## config.mk

```make
export PLATFORM = sky130hd
export DESIGN_NAME = factor_search
export DESIGN_NICKNAME = d
export VERILOG_FILES = /design/src/rtl/factor_search.sv
export SDC_FILE = /design/constraint.sdc
export NUM_CORES = 1
export LEC_CHECK = 0
export ABC_AREA = 1
export CAP_MARGIN = 20
export CORE_MARGIN = 10
export CORE_UTILIZATION = 57
export CTS_CLUSTER_SIZE = 20
export DETAILED_ROUTE_END_ITERATION = 16
export HOLD_SLACK_MARGIN = 0.02
export PLACE_DENSITY = 0.87
export SYNTH_ARGS = -nofsm -noshare
export SYNTH_HDL_FRONTEND = slang
export SYNTH_SLANG_ARGS = --single-unit
```

## constraint.sdc

```tcl
create_clock -name clk -period 6.7 [get_ports clk]
set_clock_uncertainty 0.15 [all_clocks]
set_input_delay 2.01 -clock clk [delete_from_list [all_inputs] [get_ports clk]]
set_output_delay 2.01 -clock clk [all_outputs]
set_load 0.05 [all_outputs]
```

## src/rtl/factor_search.sv

```systemverilog
`default_nettype none
// ============================================================================
// Module      : factor_search
// Description : Finds (SEARCH) or checks (CHECK) a nontrivial factorisation
//               target = a * b of a 2W-bit unsigned value.
//               One candidate pair is evaluated per clock cycle.
// Ports       : clk, rst                   - clock, sync active-high reset
//               start, mode                - request, 0=CHECK 1=SEARCH
//               target [2W], in_a/in_b [W] - operands, latched on accept
//               busy, done, found          - status (registered)
//               factor_a/factor_b [W]      - matching pair, else 0
//               eval_count [COUNT_W]       - pairs evaluated, saturating
// Revision    : 1.0 - initial release
// ============================================================================
module factor_search #(
  parameter int W       = 6,
  parameter int COUNT_W = 2 * W
) (
  input  logic               clk,
  input  logic               rst,
  input  logic               start,
  input  logic               mode,
  input  logic [2*W-1:0]     target,
  input  logic [W-1:0]       in_a,
  input  logic [W-1:0]       in_b,
  output logic               busy,
  output logic               done,
  output logic               found,
  output logic [W-1:0]       factor_a,
  output logic [W-1:0]       factor_b,
  output logic [COUNT_W-1:0] eval_count
);

  typedef enum logic [1:0] {
    ST_IDLE = 2'd0,
    ST_EVAL = 2'd1,
    ST_DONE = 2'd2
  } state_t;

  localparam logic [W-1:0]       ONE_W   = W'(1);
  localparam logic [W-1:0]       TWO_W   = W'(2);
  localparam logic [COUNT_W-1:0] ONE_CNT = COUNT_W'(1);

  state_t               state_q, state_d;
  logic                 mode_q, mode_d;
  logic [2*W-1:0]       target_q, target_d;
  logic [W-1:0]         a_q, a_d;
  logic [W-1:0]         b_q, b_d;
  logic                 busy_q, busy_d;
  logic                 done_q, done_d;
  logic                 found_q, found_d;
  logic [W-1:0]         fa_q, fa_d;
  logic [W-1:0]         fb_q, fb_d;
  logic [COUNT_W-1:0]   cnt_q, cnt_d;

  logic [2*W-1:0]       prod;
  logic                 is_match;
  logic                 a_max;
  logic                 b_max;
  logic                 over;
  logic                 exhausted;

  // Full-width product: operands zero-extended so nothing is truncated.
  assign prod     = {{W{1'b0}}, a_q} * {{W{1'b0}}, b_q};
  assign is_match = (prod == target_q) && (a_q != ONE_W) && (b_q != ONE_W);
  assign a_max    = &a_q;
  assign b_max    = &b_q;
  assign over     = (prod > target_q);
  // With b starting at a for every row, a*a > target is seen exactly at
  // the pair (a,a). The last pair ends the search without incrementing,
  // so the counters never wrap.
  assign exhausted = (over && (a_q == b_q)) || (a_max && b_max);

  always_comb begin
    state_d  = state_q;
    mode_d   = mode_q;
    target_d = target_q;
    a_d      = a_q;
    b_d      = b_q;
    busy_d   = busy_q;
    done_d   = done_q;
    found_d  = found_q;
    fa_d     = fa_q;
    fb_d     = fb_q;
    cnt_d    = cnt_q;

    unique case (state_q)
      ST_IDLE, ST_DONE: begin
        if (start) begin
          state_d  = ST_EVAL;
          mode_d   = mode;
          target_d = target;
          a_d      = mode ? TWO_W : in_a;
          b_d      = mode ? TWO_W : in_b;
          busy_d   = 1'b1;
          done_d   = 1'b0;
          found_d  = 1'b0;
          fa_d     = '0;
          fb_d     = '0;
          cnt_d    = '0;
        end
      end

      ST_EVAL: begin
        cnt_d = (&cnt_q) ? cnt_q : (cnt_q + ONE_CNT);
        if (is_match || !mode_q || exhausted) begin
          state_d = ST_DONE;
          busy_d  = 1'b0;
          done_d  = 1'b1;
          if (is_match) begin
            found_d = 1'b1;
            fa_d    = a_q;
            fb_d    = b_q;
          end
        end else if (over || b_max) begin
          a_d = a_q + ONE_W;
          b_d = a_q + ONE_W;
        end else begin
          b_d = b_q + ONE_W;
        end
      end

      default: begin
        state_d = ST_IDLE;
        busy_d  = 1'b0;
        done_d  = 1'b0;
      end
    endcase
  end

  always_ff @(posedge clk) begin
    if (rst) begin
      state_q  <= ST_IDLE;
      mode_q   <= 1'b0;
      target_q <= '0;
      a_q      <= '0;
      b_q      <= '0;
      busy_q   <= 1'b0;
      done_q   <= 1'b0;
      found_q  <= 1'b0;
      fa_q     <= '0;
      fb_q     <= '0;
      cnt_q    <= '0;
    end else begin
      state_q  <= state_d;
      mode_q   <= mode_d;
      target_q <= target_d;
      a_q      <= a_d;
      b_q      <= b_d;
      busy_q   <= busy_d;
      done_q   <= done_d;
      found_q  <= found_d;
      fa_q     <= fa_d;
      fb_q     <= fb_d;
      cnt_q    <= cnt_d;
    end
  end

  assign busy       = busy_q;
  assign done       = done_q;
  assign found      = found_q;
  assign factor_a   = fa_q;
  assign factor_b   = fb_q;
  assign eval_count = cnt_q;

endmodule
`default_nettype wire

```

==> results of run 1 <==
[routing by layer]
| layer | part of all wire (%) | routed length, um | track usage (%) |
|---|---|---|---|
| met1 | 45 | 4710 | 23.9 |
| met2 | 46 | 4860 | 30.1 |
| met3 | 6.4 | 667 | 3.89 |
| met4 | 2.2 | 235 | 6.39 |
| met5 | 0 | 0 | 0 |
[state kept, by name, indices dropped and copies added (netlist names)]
| name | count |
|---|---|
| a_q | 6 |
| b_q | 6 |
| busy | 1 |
| done | 1 |
| eval_count | 12 |
| factor_a | 6 |
| factor_b | 6 |
| found | 1 |
| mode_q | 1 |
| state_q | 1 |
| target_q | 12 |
[power by group]
group / switching, mW / internal (mW)
logic: 0.203 / 0.119
registers: 0.0385 / 0.339
clock network: 0.118 / 0.0763
total: 0.360 / 0.534
[cell usage in the layout, fill, tap and decap left out, drive strengths merged]
cell           count
clkbuf             5
nand2            164
a22oi              4
clkinv             2
fa                17
xor2               9
or2                1
xnor2              5
clkdlybuf4s50     54
ha                43
a21oi             35
and3               2
nor3               5
nor4               1
o22ai              1
nor4b              1
buf                1
clkinvlp           2
o21ai             32
inv              126
nor2              82
dfxtp             53
nand3             25
a21o               1
nand4             16
[final cells by class]
cell class	instances	area (sq um)
multi-input cells	444	2710
fillers	651	2350
flip-flops and latches	53	1060
repair buffers	55	556
inverters	127	477
well taps	99	124
clock buffers	5	68.8
clock inverters	3	26.3
[worst max-delay path, delay by kind of cell, from the launching register on]
| family | cells | cell delay, ps |
|---|---|---|
| xor gates and xnor gates | 1 | 190 |
| adders and majority gates | 5 | 2230 |
| and+or+nand+nor | 18 | 1830 |
| buffers and inverters | 4 | 250 |
| DFF | 1 | 660 |
| AOI/OAI and AO/OA | 1 | 140 |
[stage by stage]
step                      hold WS (ps)  area, sq um
final                              318         5020
after floorplan                    285         4410
after CTS                          322         5010
after global routing               352         5020
after global placement             299         4910
after detailed placement           306         4910
[how the worst max path moves through the flow]
stage,from,end,slack [ps],cells after the start
global route,a_q[3]$_SDFFE_PP0P_,a_q[5]$_SDFFE_PP0P_,710,32
floorplan,a_q[0]$_SDFFE_PP0P_,b_q[2]$_SDFFE_PP0P_,1800,30
CTS,a_q[3]$_SDFFE_PP0P_,a_q[4]$_SDFFE_PP0P_,1130,29
global placement,a_q[3]$_SDFFE_PP0P_,a_q[2]$_SDFFE_PP0P_,1310,29
finish,b_q[5]$_SDFFE_PP0P_,b_q[4]$_SDFFE_PP0P_,1150,29
detailed placement,a_q[3]$_SDFFE_PP0P_,a_q[4]$_SDFFE_PP0P_,1170,29
[cells by family (layout without fill, tap and decap cells)]
family,after synthesis,in the layout,share of synthesized area (%)
compound gates,73,73,8.78
flops,53,53,24.1
fa+ha+maj,60,60,19.9
simple gates,297,297,30.0
xor+xnor,14,14,2.78
buf+inv,154,190,14.4
[synth_stat cells]
cell      instances  area (sq um)
a21o_1            1          7.51
a21oi_1          34           170
a21oi_2           1          8.76
a22oi_1           4          30.0
and3_1            2          12.5
buf_1             2          7.51
buf_2             5          25.0
buf_4             5          37.5
buf_6             4          45.0
clkbuf_1         11          41.3
clkinv_1          2          7.51
dfxtp_1          53          1060
fa_1             17           340
ha_1             43           538
inv_1           116           435
inv_2             9          33.8
nand2_1         153           574
nand2_2           9          56.3
nand2_4           2          22.5
nand3_1          22           110
nand3_2           1          10.0
nand3_4           2          35.0
nand4_1          16           100
nor2_1           76           285
nor2_2            2          12.5
nor2_4            3          33.8
nor2_8            1          20.0
nor3_1            4          20.0
nor3_2            1          10.0
nor4_1            1          6.26
nor4b_1           1          8.76
o21ai_0          30           150
o21ai_1           1          5.00
o21ai_2           1          8.76
o22ai_1           1          6.26
or2_2             1          6.26
xnor2_1           5          43.8
xor2_1            9          78.8
==> summary.txt, run 1 <==
Status
  • Status: completed

CTS
  • H-tree depth: 2
  • Root buf cell: clkbuf_8
  • Max clock buf depth: 2
  • Worst-Skew Late Latency: 320 ps
  • CTS Buf Count: 5
  • Setup bufs post-CTS: 0
  • CTS tree: yes
  • Post-CTS Hold Buffers: 0
  • Sink Count: 53
  • Clk slew on worst S/H paths: 110 ps
  • Post-CTS resize count: 0

Detailed routing
  • Routed vias: 4104
  • WL/cell: 13.3 um
  • Vias per cell: 5.22
  • DR iter-0 viols: 258
  • TritonRoute pass-1 iters: 5
  • ANT nets after route: 0
  • Post-Route WL: 10500 um
  • DRC Markers: 0

Die
  • Die area: 0.0116 sq mm
  • Die H: 108 um
  • Die width: 108 um
  • Core region area: 0.00737 sq mm
  • Row count: 31
  • Starting Density: 59.8%
  • Ports: 55

Worst setup path
  • Critical path's largest stage delay: 660 ps
  • Critical Path Sink Type: register
  • Startpoint Class: register
  • WP data required: 6770 ps
  • R2R cell count: 29
  • WS Path Type: reg2reg
  • Worst reg2reg endpoint: b_q[4]$_SDFFE_PP0P_
  • CP max stage cell: dfxtp_1
  • FF-to-FF Start: b_q[5]$_SDFFE_PP0P_
  • R2R setup slack: 1150 ps
  • Worst EP arrival: 5620 ps
  • Most frequent cell on the critical path: nand2_1
  • Crit path max fanout: 12

Synth
  • Register area share after synthesis: 24.1%
  • Mapped Nets: 739
  • Synthesized area per cell: 6.77 sq um
  • Netlist cell types: 38
  • Yosys reg bits: 53
  • Mapped Cells: 651
  • Yosys warnings: 0
  • Area of the mapped netlist: 0.00441 sq mm

STA
  • Measured slew at the worst slew-check pin: 936 ps
  • Pins Over Slew Limit: 0
  • Setup TNS: 0 ps
  • Tmin final: 5550 ps
  • Final setup vio count: 0
  • Final hold vios: 0
  • RSZ-0062 raised after global routing: false
  • Slew HR: 37.4%
  • Final period util: 82.8%
  • Setup ws final: 1150 ps
  • Max Freq: 180 MHz

Min path
  • Hold EP: target_q[8]$_SDFFE_PP0P_
  • HP Class: reg2reg
  • HP Start: target_q[8]$_SDFFE_PP0P_
  • Hold Path Cell Cnt: 2

Global routing
  • First-pass GRT wire length: 18000 um
  • Gr usage total: 18.6%
  • Vias in the first global route: 3871
  • Antenna violations before repair: 0
  • Largest net degree at the start of global routing: 39
  • GR Overflow Total: 0

Pwr
  • Power Total: 0.894 mW
  • Max IR drop VDD: 128 uV
  • Static Leakage: 2.57 nW
  • Power Density: 178 mW/mm^2

Finish
  • Ant diodes: 0
  • Fin cells: 786
  • Share of post-route cells with drive strength above 1: 6.11%
  • Final nets: 774
  • Final core occ: 68.2%
  • P&R area growth vs syn: 14.0%

Run
  • Max cap viols: 0

Placed design
  • Port Buffers: 54
  • Place WS: 1170 ps
  • RD Place Congestion: 0.961
  • Placed Cells: 777
  • Post-DP HPWL: 8090 um
No activity file was read; power rests on OpenSTA's default activity.
==> run 2: changes to the inputs <==
==> constraint.sdc (replaced) <==
create_clock -name clk -period 5.6 [get_ports clk]
set_clock_uncertainty 0.15 [all_clocks]
set_input_delay 1.68 -clock clk [delete_from_list [all_inputs] [get_ports clk]]
set_output_delay 1.68 -clock clk [all_outputs]
set_load 0.05 [all_outputs]
==> run 2 against run 1 <==
Compared with the run above:
- combinational power is 37% higher
- critical path depth is 2 higher
- routed wire length is 9.1% higher
- largest power group is now combinational logic
==> summary.txt, run 2 (synthesis results as in run 1) <==
Finish
  • Layout fillers: 603
  • P&R area growth vs syn: 18.4%
  • Ant diodes: 0
  • FF/Latch Area: 0.00107 sq mm
  • Commonest non-fill, non-tap cells in the layout: nand2_1, inv_1, nor2_1
  • Fin cells: 802
  • Share of post-route cells with drive strength above 1: 9.96%
  • Area of the multi-input gates: 0.00277 sq mm
  • Fin area: 0.00522 sq mm
  • Final nets: 790
  • Commonest non-fill, non-tap cell in the layout: nand2_1

STA
  • Setup ws final: 276 ps
  • WHS: 318 ps
  • Max Freq: 188 MHz
  • Final period util: 95.1%
  • Setup TNS: 0 ps
  • Tmin final: 5320 ps
  • Measured slew at the worst slew-check pin: 1070 ps
  • Pins Over Slew Limit: 0
  • Final setup vio count: 0
  • Slew HR: 28.6%
  • Final hold vios: 0

Worst setup path
  • Worst reg2reg endpoint: a_q[3]$_SDFFE_PP0P_
  • Startpoint Class: register
  • R2R cell count: 31
  • Most frequent cell on the critical path: nand2_1
  • Critical path origin: b_q[3]$_SDFFE_PP0P_
  • WP data required: 5700 ps
  • Critical Path End: a_q[3]$_SDFFE_PP0P_
  • Crit path max fanout: 7
  • Critical Path Sink Type: register
  • R2R setup slack: 280 ps
  • Worst EP arrival: 5420 ps
  • WS Path Type: reg2reg
  • CP max stage cell: fa_1
  • FF-to-FF Start: b_q[3]$_SDFFE_PP0P_
  • Critical path's largest stage delay: 560 ps

Die
  • Ports: 55
  • Core region area: 0.00737 sq mm
  • Die area: 0.0116 sq mm
  • Die H: 108 um
  • Row count: 31
  • Starting Density: 59.8%
  • Die width: 108 um

Detailed routing
  • WL/cell: 14.3 um
  • DR iter-0 viols: 335
  • TritonRoute pass-1 iters: 6
  • Met3 Routed Length: 1050 um
  • Post-Route WL: 11400 um
  • Routed vias: 4256
  • Met2 wire len: 5410 um
  • Vias per cell: 5.31
  • M1 WL: 4690 um
  • ANT nets after route: 0
  • DRC Markers: 0
  • DR top layer: met4

Placed design
  • RD Place Congestion: 0.993
  • Post-DP HPWL: 8620 um
  • Port Buffers: 54
  • Place WS: 147 ps
  • Placed Cells: 788
  • Placed Instance Area: 0.00500 sq mm

Pwr
  • Max IR drop VDD: 133 uV
  • Combinational Power Share: 38.2%
  • Power Density: 221 mW/mm^2
  • Sw Ratio: 38.9%
  • Cell internal pwr: 0.703 mW
  • Static Leakage: 2.67 nW
  • Clock network power share: 24.0%
  • Sequential cell fraction of total power: 37.8%
  • Net switching power: 0.448 mW

CTS
  • Root buf cell: clkbuf_8
  • Post-CTS Hold Buffers: 0
  • Clk slew on worst S/H paths: 110 ps
  • H-tree depth: 2
  • Sink Count: 53
  • Max clock buf depth: 2
  • CTS Buf Count: 5
  • CTS tree: yes
  • Worst-Skew Late Latency: 320 ps

Global routing
  • Antenna violations before repair: 0
  • First-pass GRT wire length: 18700 um
  • Largest net degree at the start of global routing: 39
  • GR Overflow Total: 0
  • Vias in the first global route: 4034
  • Gr usage total: 19.3%

Min path
  • HP Class: reg2reg

Run
  • Max cap viols: 0

Status
  • Status: completed
## run 2: cell types whose count changed in the layout (fill, tap and decap cells not counted), moves of 2 or more
cell and delta:
nand2_2 +3, nand2_1 -4, nand3_2 +2, dfxtp_2 +5
clkinvlp_4 -2, dfxtp_1 -6, buf_4 +14
## run 2: worst max-delay path: cells and delay by family (launching register included)
kind                       cells  cell delay [ps]
xor gates and xnor gates       1              170
and+or+nand+nor               19             1740
DFF                            1              450
AOI/OAI and AO/OA              1              130
buffers and inverters          4              250
adders and majority gates      6             2350
## run 2: power groups by stage
stage | combinational [mW] | clock, mW | sequential [mW]
finish | 0.441 | 0.276 | 0.435
global route | 0.495 | 0.292 | 0.438
detailed placement | 0.418 | 0 | 0.442
floorplan | 0.279 | 0 | 0.463
global placement | 0.403 | 0 | 0.439
CTS | 0.422 | 0.281 | 0.433
## run 2: worst min path at each step
stage	from	to	slack, ps	cells after the start
3_3_place_gp	target_q[9]$_SDFFE_PP0P_	target_q[9]$_SDFFE_PP0P_	300	2
2_1_floorplan	target_q[4]$_SDFFE_PP0P_	target_q[4]$_SDFFE_PP0P_	290	2
4_1_cts	target_q[8]$_SDFFE_PP0P_	target_q[8]$_SDFFE_PP0P_	320	2
3_5_place_dp	target_q[4]$_SDFFE_PP0P_	target_q[4]$_SDFFE_PP0P_	310	2
6_report	target_q[8]$_SDFFE_PP0P_	target_q[8]$_SDFFE_PP0P_	320	2
5_1_grt	target_q[6]$_SDFFE_PP0P_	target_q[6]$_SDFFE_PP0P_	340	2
## run 2: per-layer routing
layer	track usage [%]	up-vias
li1	-	2112
met1	24.3	1918
met2	32.1	189
met3	4.31	37
met4	6.01	0
met5	0	-
## run 2: cell type report
class,instances,area share [%]
Inverter,127,9.14
Clock inverter,3,0.840
Sequential cell,53,20.5
Tap cell,99,2.37
Clock buffer,5,1.32
Timing Repair Buffer,69,12.7
Multi-Input combinational cell,446,53.1
## run 2: through the flow
stage          power (mW)  util, %
6_report             1.15     70.8
5_1_grt              1.23     70.8
4_1_cts              1.14     69.3
3_5_place_dp        0.860     67.8
3_3_place_gp        0.842     67.8
2_1_floorplan       0.741        -
## run 2: timing repair
action	4_1_cts	5_1_grt
gates resized for setup	0	17
setup buffers	0	3
setup endpoints to repair	0	28
